<file path="config.mk">
export PLATFORM = sky130hd
export DESIGN_NAME = fetch_byte_sequencer_flat
export DESIGN_NICKNAME = d
export VERILOG_FILES = /design/src/rtl/y86_pkg.sv /design/src/rtl/fetch_byte_sequencer_if.sv /design/src/rtl/y86_ilen.sv /design/src/rtl/fetch_byte_sequencer.sv /design/src/flat_wrapper.sv
export SDC_FILE = /design/constraint.sdc
export NUM_CORES = 1
export LEC_CHECK = 0
export CAP_MARGIN = 20
export CORE_ASPECT_RATIO = 1.4
export CORE_MARGIN = 2
export CORE_UTILIZATION = 40
export CTS_CLUSTER_DIAMETER = 80
export CTS_CLUSTER_SIZE = 25
export DETAILED_ROUTE_END_ITERATION = 16
export GPL_ROUTABILITY_DRIVEN = 0
export PLACE_DENSITY = 0.73
export SLEW_MARGIN = 10
export SYNTH_ARGS = -nofsm -noshare
export SYNTH_HDL_FRONTEND = slang
export SYNTH_HIERARCHICAL = 1
export SYNTH_SLANG_ARGS = --single-unit
</file>
<file path="constraint.sdc">
create_clock -name clk -period 11.75 [get_ports clk]
set_clock_uncertainty 0.15 [all_clocks]
set_input_delay 3.525 -clock clk [delete_from_list [all_inputs] [get_ports clk]]
set_output_delay 3.525 -clock clk [all_outputs]
set_load 0.005 [all_outputs]
</file>
<file path="src/rtl/y86_pkg.sv">
// Shared Y86-64 encodings: opcode values, register sentinel, fetch FSM states
// and instruction-format helpers used by the fetch stages.
package y86_pkg;

  localparam logic [3:0] I_HALT   = 4'h0;
  localparam logic [3:0] I_NOP    = 4'h1;
  localparam logic [3:0] I_RRMOVQ = 4'h2;
  localparam logic [3:0] I_IRMOVQ = 4'h3;
  localparam logic [3:0] I_RMMOVQ = 4'h4;
  localparam logic [3:0] I_MRMOVQ = 4'h5;
  localparam logic [3:0] I_OPQ    = 4'h6;
  localparam logic [3:0] I_JXX    = 4'h7;
  localparam logic [3:0] I_CALL   = 4'h8;
  localparam logic [3:0] I_RET    = 4'h9;
  localparam logic [3:0] I_PUSHQ  = 4'hA;
  localparam logic [3:0] I_POPQ   = 4'hB;

  localparam logic [3:0] RNONE = 4'hF;

  localparam logic [2:0] S_OP    = 3'd0;
  localparam logic [2:0] S_REG   = 3'd1;
  localparam logic [2:0] S_CONST = 3'd2;
  localparam logic [2:0] S_OUT   = 3'd3;
  localparam logic [2:0] S_HALT  = 3'd4;

  typedef struct packed {
    logic [3:0]  icode;
    logic [3:0]  ifun;
    logic [3:0]  ra;
    logic [3:0]  rb;
    logic [63:0] valc;
  } instr_t;

  localparam instr_t INSTR_EMPTY = '{icode: 4'h0, ifun: 4'h0, ra: RNONE, rb: RNONE, valc: 64'h0};

  function automatic logic has_regs(input logic [3:0] icode);
    case (icode)
      I_RRMOVQ, I_IRMOVQ, I_RMMOVQ, I_MRMOVQ,
      I_OPQ, I_PUSHQ, I_POPQ: has_regs = 1'b1;
      default:                has_regs = 1'b0;
    endcase
  endfunction

  function automatic logic has_const(input logic [3:0] icode);
    case (icode)
      I_IRMOVQ, I_RMMOVQ, I_MRMOVQ,
      I_JXX, I_CALL:          has_const = 1'b1;
      default:                has_const = 1'b0;
    endcase
  endfunction

endpackage

</file>
<file path="src/rtl/fetch_byte_sequencer_if.sv">
// Bus between the byte-serial fetch stage, instruction memory, the PC
// redirect source and decode.
interface fetch_byte_sequencer_if #(
  parameter int ADDR_W = 64
);
  logic              pc_load;
  logic [ADDR_W-1:0] pc_in;
  logic [ADDR_W-1:0] mem_addr;
  logic [7:0]        mem_byte;
  logic              out_valid;
  logic              out_ready;
  logic [3:0]        icode;
  logic [3:0]        ifun;
  logic [3:0]        rA;
  logic [3:0]        rB;
  logic [63:0]       valC;
  logic [ADDR_W-1:0] valP;
  logic              instr_valid;
  logic              imem_error;
  logic              halted;

  modport master (
    input  pc_load, pc_in, mem_byte, out_ready,
    output mem_addr, out_valid, icode, ifun, rA, rB, valC, valP,
           instr_valid, imem_error, halted
  );

  modport slave (
    output pc_load, pc_in, mem_byte, out_ready,
    input  mem_addr, out_valid, icode, ifun, rA, rB, valC, valP,
           instr_valid, imem_error, halted
  );
endinterface

</file>
<file path="src/rtl/y86_ilen.sv">
// Combinational Y86-64 instruction-format decoder: length in bytes and which
// optional fields follow the opcode byte.
module y86_ilen
  import y86_pkg::*;
(
  input  logic [3:0] icode_i,
  output logic [3:0] len_o,
  output logic       has_regs_o,
  output logic       has_const_o,
  output logic       valid_o
);

  always_comb begin
    len_o = 4'd1;
    case (icode_i)
      I_HALT, I_NOP, I_RET:                  len_o = 4'd1;
      I_RRMOVQ, I_OPQ, I_PUSHQ, I_POPQ:      len_o = 4'd2;
      I_JXX, I_CALL:                         len_o = 4'd9;
      I_IRMOVQ, I_RMMOVQ, I_MRMOVQ:          len_o = 4'd10;
      default:                               len_o = 4'd1;
    endcase
  end

  assign has_regs_o  = has_regs(icode_i);
  assign has_const_o = has_const(icode_i);
  assign valid_o     = (icode_i <= I_POPQ);

endmodule

</file>
<file path="src/rtl/fetch_byte_sequencer.sv">
// Multi-cycle Y86-64 fetch: reads one instruction byte per cycle, assembles the
// instruction fields and hands them to decode over a valid/ready handshake.
module fetch_byte_sequencer
  import y86_pkg::*;
#(
  parameter int                ADDR_W    = 64,
  parameter int                MEM_BYTES = 128,
  parameter logic [ADDR_W-1:0] START_PC  = '0
) (
  input  logic                    clk,
  input  logic                    rst,
  fetch_byte_sequencer_if.master  bus
);

  localparam logic [ADDR_W-1:0] MEM_LIMIT = ADDR_W'(MEM_BYTES);

  logic [2:0]        state_q, state_d;
  logic [ADDR_W-1:0] pc_q, pc_d;
  logic [ADDR_W-1:0] valp_q, valp_d;
  logic [3:0]        cnt_q, cnt_d;
  logic [2:0]        k_q, k_d;
  instr_t            ins_q, ins_d;
  logic              ov_q, ov_d;
  logic              err_q, err_d;
  logic              halt_q, halt_d;
  logic              iv_q, iv_d;

  logic [ADDR_W-1:0] addr;
  logic              addr_bad;
  logic [3:0]        len_b;
  logic              regs_b, const_b, valid_b;

  assign addr     = pc_q + ADDR_W'(cnt_q);
  assign addr_bad = (addr >= MEM_LIMIT);

  y86_ilen u_ilen (
    .icode_i     (bus.mem_byte[7:4]),
    .len_o       (len_b),
    .has_regs_o  (regs_b),
    .has_const_o (const_b),
    .valid_o     (valid_b)
  );

  always_comb begin
    state_d = state_q;
    pc_d    = pc_q;
    valp_d  = valp_q;
    cnt_d   = cnt_q;
    k_d     = k_q;
    ins_d   = ins_q;
    ov_d    = ov_q;
    err_d   = err_q;
    halt_d  = halt_q;
    iv_d    = iv_q;

    case (state_q)
      S_OP: begin
        ins_d = INSTR_EMPTY;
        if (addr_bad) begin
          iv_d    = 1'b0;
          err_d   = 1'b1;
          ov_d    = 1'b1;
          state_d = S_OUT;
        end else begin
          ins_d.icode = bus.mem_byte[7:4];
          ins_d.ifun  = bus.mem_byte[3:0];
          iv_d        = valid_b;
          valp_d      = pc_q + ADDR_W'(len_b);
          k_d         = 3'd0;
          if (regs_b) begin
            cnt_d   = cnt_q + 4'd1;
            state_d = S_REG;
          end else if (const_b) begin
            cnt_d   = cnt_q + 4'd1;
            state_d = S_CONST;
          end else begin
            ov_d    = 1'b1;
            state_d = S_OUT;
          end
        end
      end

      S_REG: begin
        if (addr_bad) begin
          err_d   = 1'b1;
          ov_d    = 1'b1;
          state_d = S_OUT;
        end else begin
          ins_d.ra = bus.mem_byte[7:4];
          ins_d.rb = bus.mem_byte[3:0];
          if (has_const(ins_q.icode)) begin
            cnt_d   = cnt_q + 4'd1;
            state_d = S_CONST;
          end else begin
            ov_d    = 1'b1;
            state_d = S_OUT;
          end
        end
      end

      S_CONST: begin
        if (addr_bad) begin
          err_d   = 1'b1;
          ov_d    = 1'b1;
          state_d = S_OUT;
        end else begin
          ins_d.valc[{k_q, 3'b000} +: 8] = bus.mem_byte;
          if (k_q == 3'd7) begin
            ov_d    = 1'b1;
            state_d = S_OUT;
          end else begin
            k_d   = k_q + 3'd1;
            cnt_d = cnt_q + 4'd1;
          end
        end
      end

      S_OUT: begin
        if (ov_q && bus.out_ready) begin
          ov_d = 1'b0;
          // A halt or a faulting fetch parks with the address of its last byte.
          if (ins_q.icode == I_HALT || err_q) begin
            halt_d  = 1'b1;
            state_d = S_HALT;
          end else begin
            pc_d    = valp_q;
            cnt_d   = 4'd0;
            state_d = S_OP;
          end
        end
      end

      S_HALT: begin
        state_d = S_HALT;
      end

      default: begin
        state_d = S_OP;
      end
    endcase

    if (bus.pc_load) begin
      pc_d    = bus.pc_in;
      cnt_d   = 4'd0;
      k_d     = 3'd0;
      state_d = S_OP;
      ov_d    = 1'b0;
      err_d   = 1'b0;
      halt_d  = 1'b0;
    end
  end

  always_ff @(posedge clk or posedge rst) begin
    if (rst) begin
      state_q <= S_OP;
      pc_q    <= START_PC;
      valp_q  <= START_PC;
      cnt_q   <= 4'd0;
      k_q     <= 3'd0;
      ins_q   <= INSTR_EMPTY;
      ov_q    <= 1'b0;
      err_q   <= 1'b0;
      halt_q  <= 1'b0;
      iv_q    <= 1'b0;
    end else begin
      state_q <= state_d;
      pc_q    <= pc_d;
      valp_q  <= valp_d;
      cnt_q   <= cnt_d;
      k_q     <= k_d;
      ins_q   <= ins_d;
      ov_q    <= ov_d;
      err_q   <= err_d;
      halt_q  <= halt_d;
      iv_q    <= iv_d;
    end
  end

  assign bus.mem_addr    = addr;
  assign bus.out_valid   = ov_q;
  assign bus.icode       = ins_q.icode;
  assign bus.ifun        = ins_q.ifun;
  assign bus.rA          = ins_q.ra;
  assign bus.rB          = ins_q.rb;
  assign bus.valC        = ins_q.valc;
  assign bus.valP        = valp_q;
  assign bus.instr_valid = iv_q;
  assign bus.imem_error  = err_q;
  assign bus.halted      = halt_q;

endmodule

</file>
<file path="src/flat_wrapper.sv">
// flat-port wrapper written by rule: the top's interface ports become plain ports
module fetch_byte_sequencer_flat import y86_pkg::*;
#(
  parameter int                ADDR_W    = 64,
  parameter int                MEM_BYTES = 128,
  parameter logic [ADDR_W-1:0] START_PC  = '0
)
  (clk, rst, bus_pc_load, bus_pc_in, bus_mem_byte, bus_out_ready, bus_mem_addr, bus_out_valid, bus_icode, bus_ifun, bus_rA, bus_rB, bus_valC, bus_valP, bus_instr_valid, bus_imem_error, bus_halted);
  fetch_byte_sequencer_if #(.ADDR_W(ADDR_W)) bus_i ();
  input  logic clk;
  input  logic rst;
  input wire logic [$bits(bus_i.pc_load)-1:0] bus_pc_load;
  input wire logic [$bits(bus_i.pc_in)-1:0] bus_pc_in;
  input wire logic [$bits(bus_i.mem_byte)-1:0] bus_mem_byte;
  input wire logic [$bits(bus_i.out_ready)-1:0] bus_out_ready;
  output wire logic [$bits(bus_i.mem_addr)-1:0] bus_mem_addr;
  output wire logic [$bits(bus_i.out_valid)-1:0] bus_out_valid;
  output wire logic [$bits(bus_i.icode)-1:0] bus_icode;
  output wire logic [$bits(bus_i.ifun)-1:0] bus_ifun;
  output wire logic [$bits(bus_i.rA)-1:0] bus_rA;
  output wire logic [$bits(bus_i.rB)-1:0] bus_rB;
  output wire logic [$bits(bus_i.valC)-1:0] bus_valC;
  output wire logic [$bits(bus_i.valP)-1:0] bus_valP;
  output wire logic [$bits(bus_i.instr_valid)-1:0] bus_instr_valid;
  output wire logic [$bits(bus_i.imem_error)-1:0] bus_imem_error;
  output wire logic [$bits(bus_i.halted)-1:0] bus_halted;
  assign bus_i.pc_load = bus_pc_load;
  assign bus_i.pc_in = bus_pc_in;
  assign bus_i.mem_byte = bus_mem_byte;
  assign bus_i.out_ready = bus_out_ready;
  assign bus_mem_addr = bus_i.mem_addr;
  assign bus_out_valid = bus_i.out_valid;
  assign bus_icode = bus_i.icode;
  assign bus_ifun = bus_i.ifun;
  assign bus_rA = bus_i.rA;
  assign bus_rB = bus_i.rB;
  assign bus_valC = bus_i.valC;
  assign bus_valP = bus_i.valP;
  assign bus_instr_valid = bus_i.instr_valid;
  assign bus_imem_error = bus_i.imem_error;
  assign bus_halted = bus_i.halted;
  fetch_byte_sequencer #(.ADDR_W(ADDR_W), .MEM_BYTES(MEM_BYTES), .START_PC(START_PC)) u_core (.clk(clk), .rst(rst), .bus(bus_i));
endmodule
</file>
==> flow_summary.yaml <==
clock_tree:
  cts_num_sinks: 222
  clk_pin_slew_ns: 0.10
  cts_tree: "yes"
  cts-root-buf: "clkbuf_16"
  cts-buffers-inserted: 13
  post_cts_buffers: 0
  clk_latency_ns: 0.48
  hold_buffers: 0
  cts_max_path_buffers: 3
  cts.repair.resized: 0
  h-tree-depth: 1
critical_path:
  critPathMaxFanout: 10
  arrival_ns: 4.63
  cp-start-kind: "flop"
  end_kind: "primary output"
  required_ns: 8.08
  path_class: "reg -> out"
synth:
  avgSynthCellArea_um2: 9.82
  synth_warnings: 6
  synth_seq_cells: 222
  synthArstFlopShare_pct: 100
  synth_top_area_share_pct: 44.4
  synthCells: 1228
  ys.flop_type: "dfrtp_1"
  yosysSeqAreaShare_pct: 46.2
  syn_area_um2: 12100
  yosysTopAreaCell: "dfrtp_1"
  synth_cell_type_count: 75
  synthTopCellsByArea: "dfrtp_1 (44%), mux2i_1 (5.6%), a22o_1 (4.1%)"
  synth_edf_count: 0
  synth_fp_nets: 1322
global_routing:
  grt_usage_pct: 24.1
  grt_first_pass_wirelength_um: 59900
  grt_pass1_vias: 10700
  antenna_found_initial: 0
  grt_max_degree: 80
  grt.overflow.total: 0
drt:
  wl_per_cell_um: 21.0
  vias_per_cell: 5.78
  drcViolationCount: 0
  drt_first_iter_violations: 728
  ant_nets: 0
  first_pass_iters: 7
  routed_wl_um: 38700
  vias: 10700
floorplan:
  num_io_pins: 288
  rows: 75
  core_um2: 29800
  die_area_um2: 31600
  initial_core_util_pct: 40.4
  die_w_um: 151
  die_y_um: 209
sta:
  setup-tns-final_ns: 0
  final-setup-viol-count: 0
  fmax_ghz: 0.120
  post-route-period-util_pct: 70.6
  worst_pin_slew_ns: 0.871
  min_period_ns: 8.30
  hold_viol_final: 0
  rsz0062_at_grt: "no"
  maxSlewHeadroom_pct: 41.5
  setup_slack_ns: 3.45
  drv_slew: 0
  holdWs_ns: 0.340
run:
  drv_cap: 0
status:
  status: "finished clean"
cells_and_area:
  syn_to_final_growth_pct: 29.0
  layout-drive-gt1-share_pct: 5.49
  antenna_cells: 0
  layout.nets: 1544
  mostFrequentLayoutCells: "clkdlybuf4s50_1 (286), dfrtp_1 (214), nor2_1 (126)"
  fin_cells: 1841
  final_common_cell: "clkdlybuf4s50_1"
power:
  peakVddDrop_mv: 0.105
  cellPowerDensity_nw_per_um2: 112
  leakage_nw: 6.46
  p_total_mw: 1.74
hold_path:
  hp-class: "reg -> reg"
placed_design:
  dpl.hpwl_um: 28700
  pre_cts_ws_ns: 4.07
  port_buffers: 287
  place_inst: 1818
where the power goes:
part,total [mW],switching [mW],internal [mW]
Clock,0.481,0.260,0.222
Combinational,0.386,0.197,0.189
Sequential,0.872,0.0706,0.802
cell families after synthesis:
| logic type | share of synthesized area [%] |
|---|---|
| adder cells (fa/ha/maj) | 1.99 |
| buffers and inverters | 4.26 |
| other | 0.0311 |
| AO/OA/AOI/OAI | 19.0 |
| XOR/XNOR | 5.30 |
| multiplexers | 6.03 |
| AND/OR/NAND/NOR | 17.2 |
| flip-flops | 46.2 |
metal layers:
metal | vias up | GRT usage [%] | share of wire (%)
met5 | - | 0 | 0
met4 | 0 | 9.35 | 4.2
met3 | 99 | 5.35 | 7.8
met2 | 470 | 42.9 | 51
met1 | 5187 | 27.8 | 37
li1 | 4894 | - | -
worst max-delay path, cell delays in order, from the launching register on:
cell and delay (ns):
dfrtp_1 0.42, ha_1 0.22, inv_1 0.06, fa_1 0.42, nand2b_1 0.26, a2111oi_4 0.69
nand3_1 0.51, or4_1 0.68, xnor2_1 0.30, clkdlybuf4s50_1 0.59
sequential cells by signal (all words and copies together), names as in the netlist:
register / flops
u_core/bus.halted: 1
u_core/bus.icode: 4
u_core/bus.ifun: 4
u_core/bus.imem_error: 1
u_core/bus.instr_valid: 1
u_core/bus.out_valid: 1
u_core/bus.rA: 4
u_core/bus.rB: 4
u_core/bus.valC: 64
u_core/bus.valP: 64
u_core/cnt_q: 4
u_core/k_q: 3
u_core/pc_q: 64
u_core/state_q: 3
metrics by stage:
| step | cell area, um2 | util (%) |
|---|---|---|
| after floorplan | 12100 | - |
| after global placement | 15100 | 50.6 |
| after detailed placement | 15100 | 50.6 |
| after CTS | 15500 | 51.9 |
| after global routing | 15500 | 52.1 |
| final | 15500 | 52.1 |
path summary, 6_finish.rpt:
check                                       to                from  slack, ns  depth (start not counted)
max in group asynchronous  u_core/bus.valP[50]                 rst       6.79                          3
setup / recovery              bus_mem_addr[58]     u_core/cnt_q[0]       3.45                          9
setup reg to reg           u_core/bus.valP[44]     u_core/cnt_q[0]       5.19                         16
min in group asynchronous  u_core/bus.valC[52]                 rst       3.34                          2
hold reg to reg             u_core/bus.ifun[3]  u_core/bus.ifun[3]       0.34                          2
hold / removal              u_core/bus.ifun[3]  u_core/bus.ifun[3]       0.34                          2
synthesized netlist by cell type (all sizes together), types with 4 or more instances:
| cell | count |
|---|---|
| buf | 37 |
| mux2 | 5 |
| nand4b | 5 |
| a21oi | 93 |
| or4 | 7 |
| nand2 | 77 |
| and2 | 7 |
| a311oi | 8 |
| dfstp | 8 |
| nand3 | 24 |
| nor3 | 44 |
| and3 | 11 |
| clkbuf | 54 |
| a22o | 57 |
| xnor2 | 42 |
| o311a | 8 |
| inv | 34 |
| nand4 | 35 |
| o31ai | 12 |
| nor2 | 126 |
| a31o | 10 |
| a21o | 4 |
| nor4 | 21 |
| or2 | 7 |
| a31oi | 6 |
| a211oi | 9 |
| mux2i | 67 |
| o21a | 60 |
| a2111o | 7 |
| ha | 16 |
| xor2 | 31 |
| o22ai | 4 |
| nand2b | 5 |
| or3 | 5 |
| o21ai | 18 |
| nor2b | 6 |
| dfrtp | 214 |
| and4 | 5 |
cell type report:
class | instances | area (um2)
Tap cell | 385 | 482
Multi-Input combinational cell | 881 | 5990
Sequential cell | 222 | 5570
Clock buffer | 18 | 364
Timing Repair Buffer | 298 | 2990
Fill cell | 2731 | 14300
Clock inverter | 3 | 23.8
Inverter | 34 | 135
(Power assumes the default switching activity.)
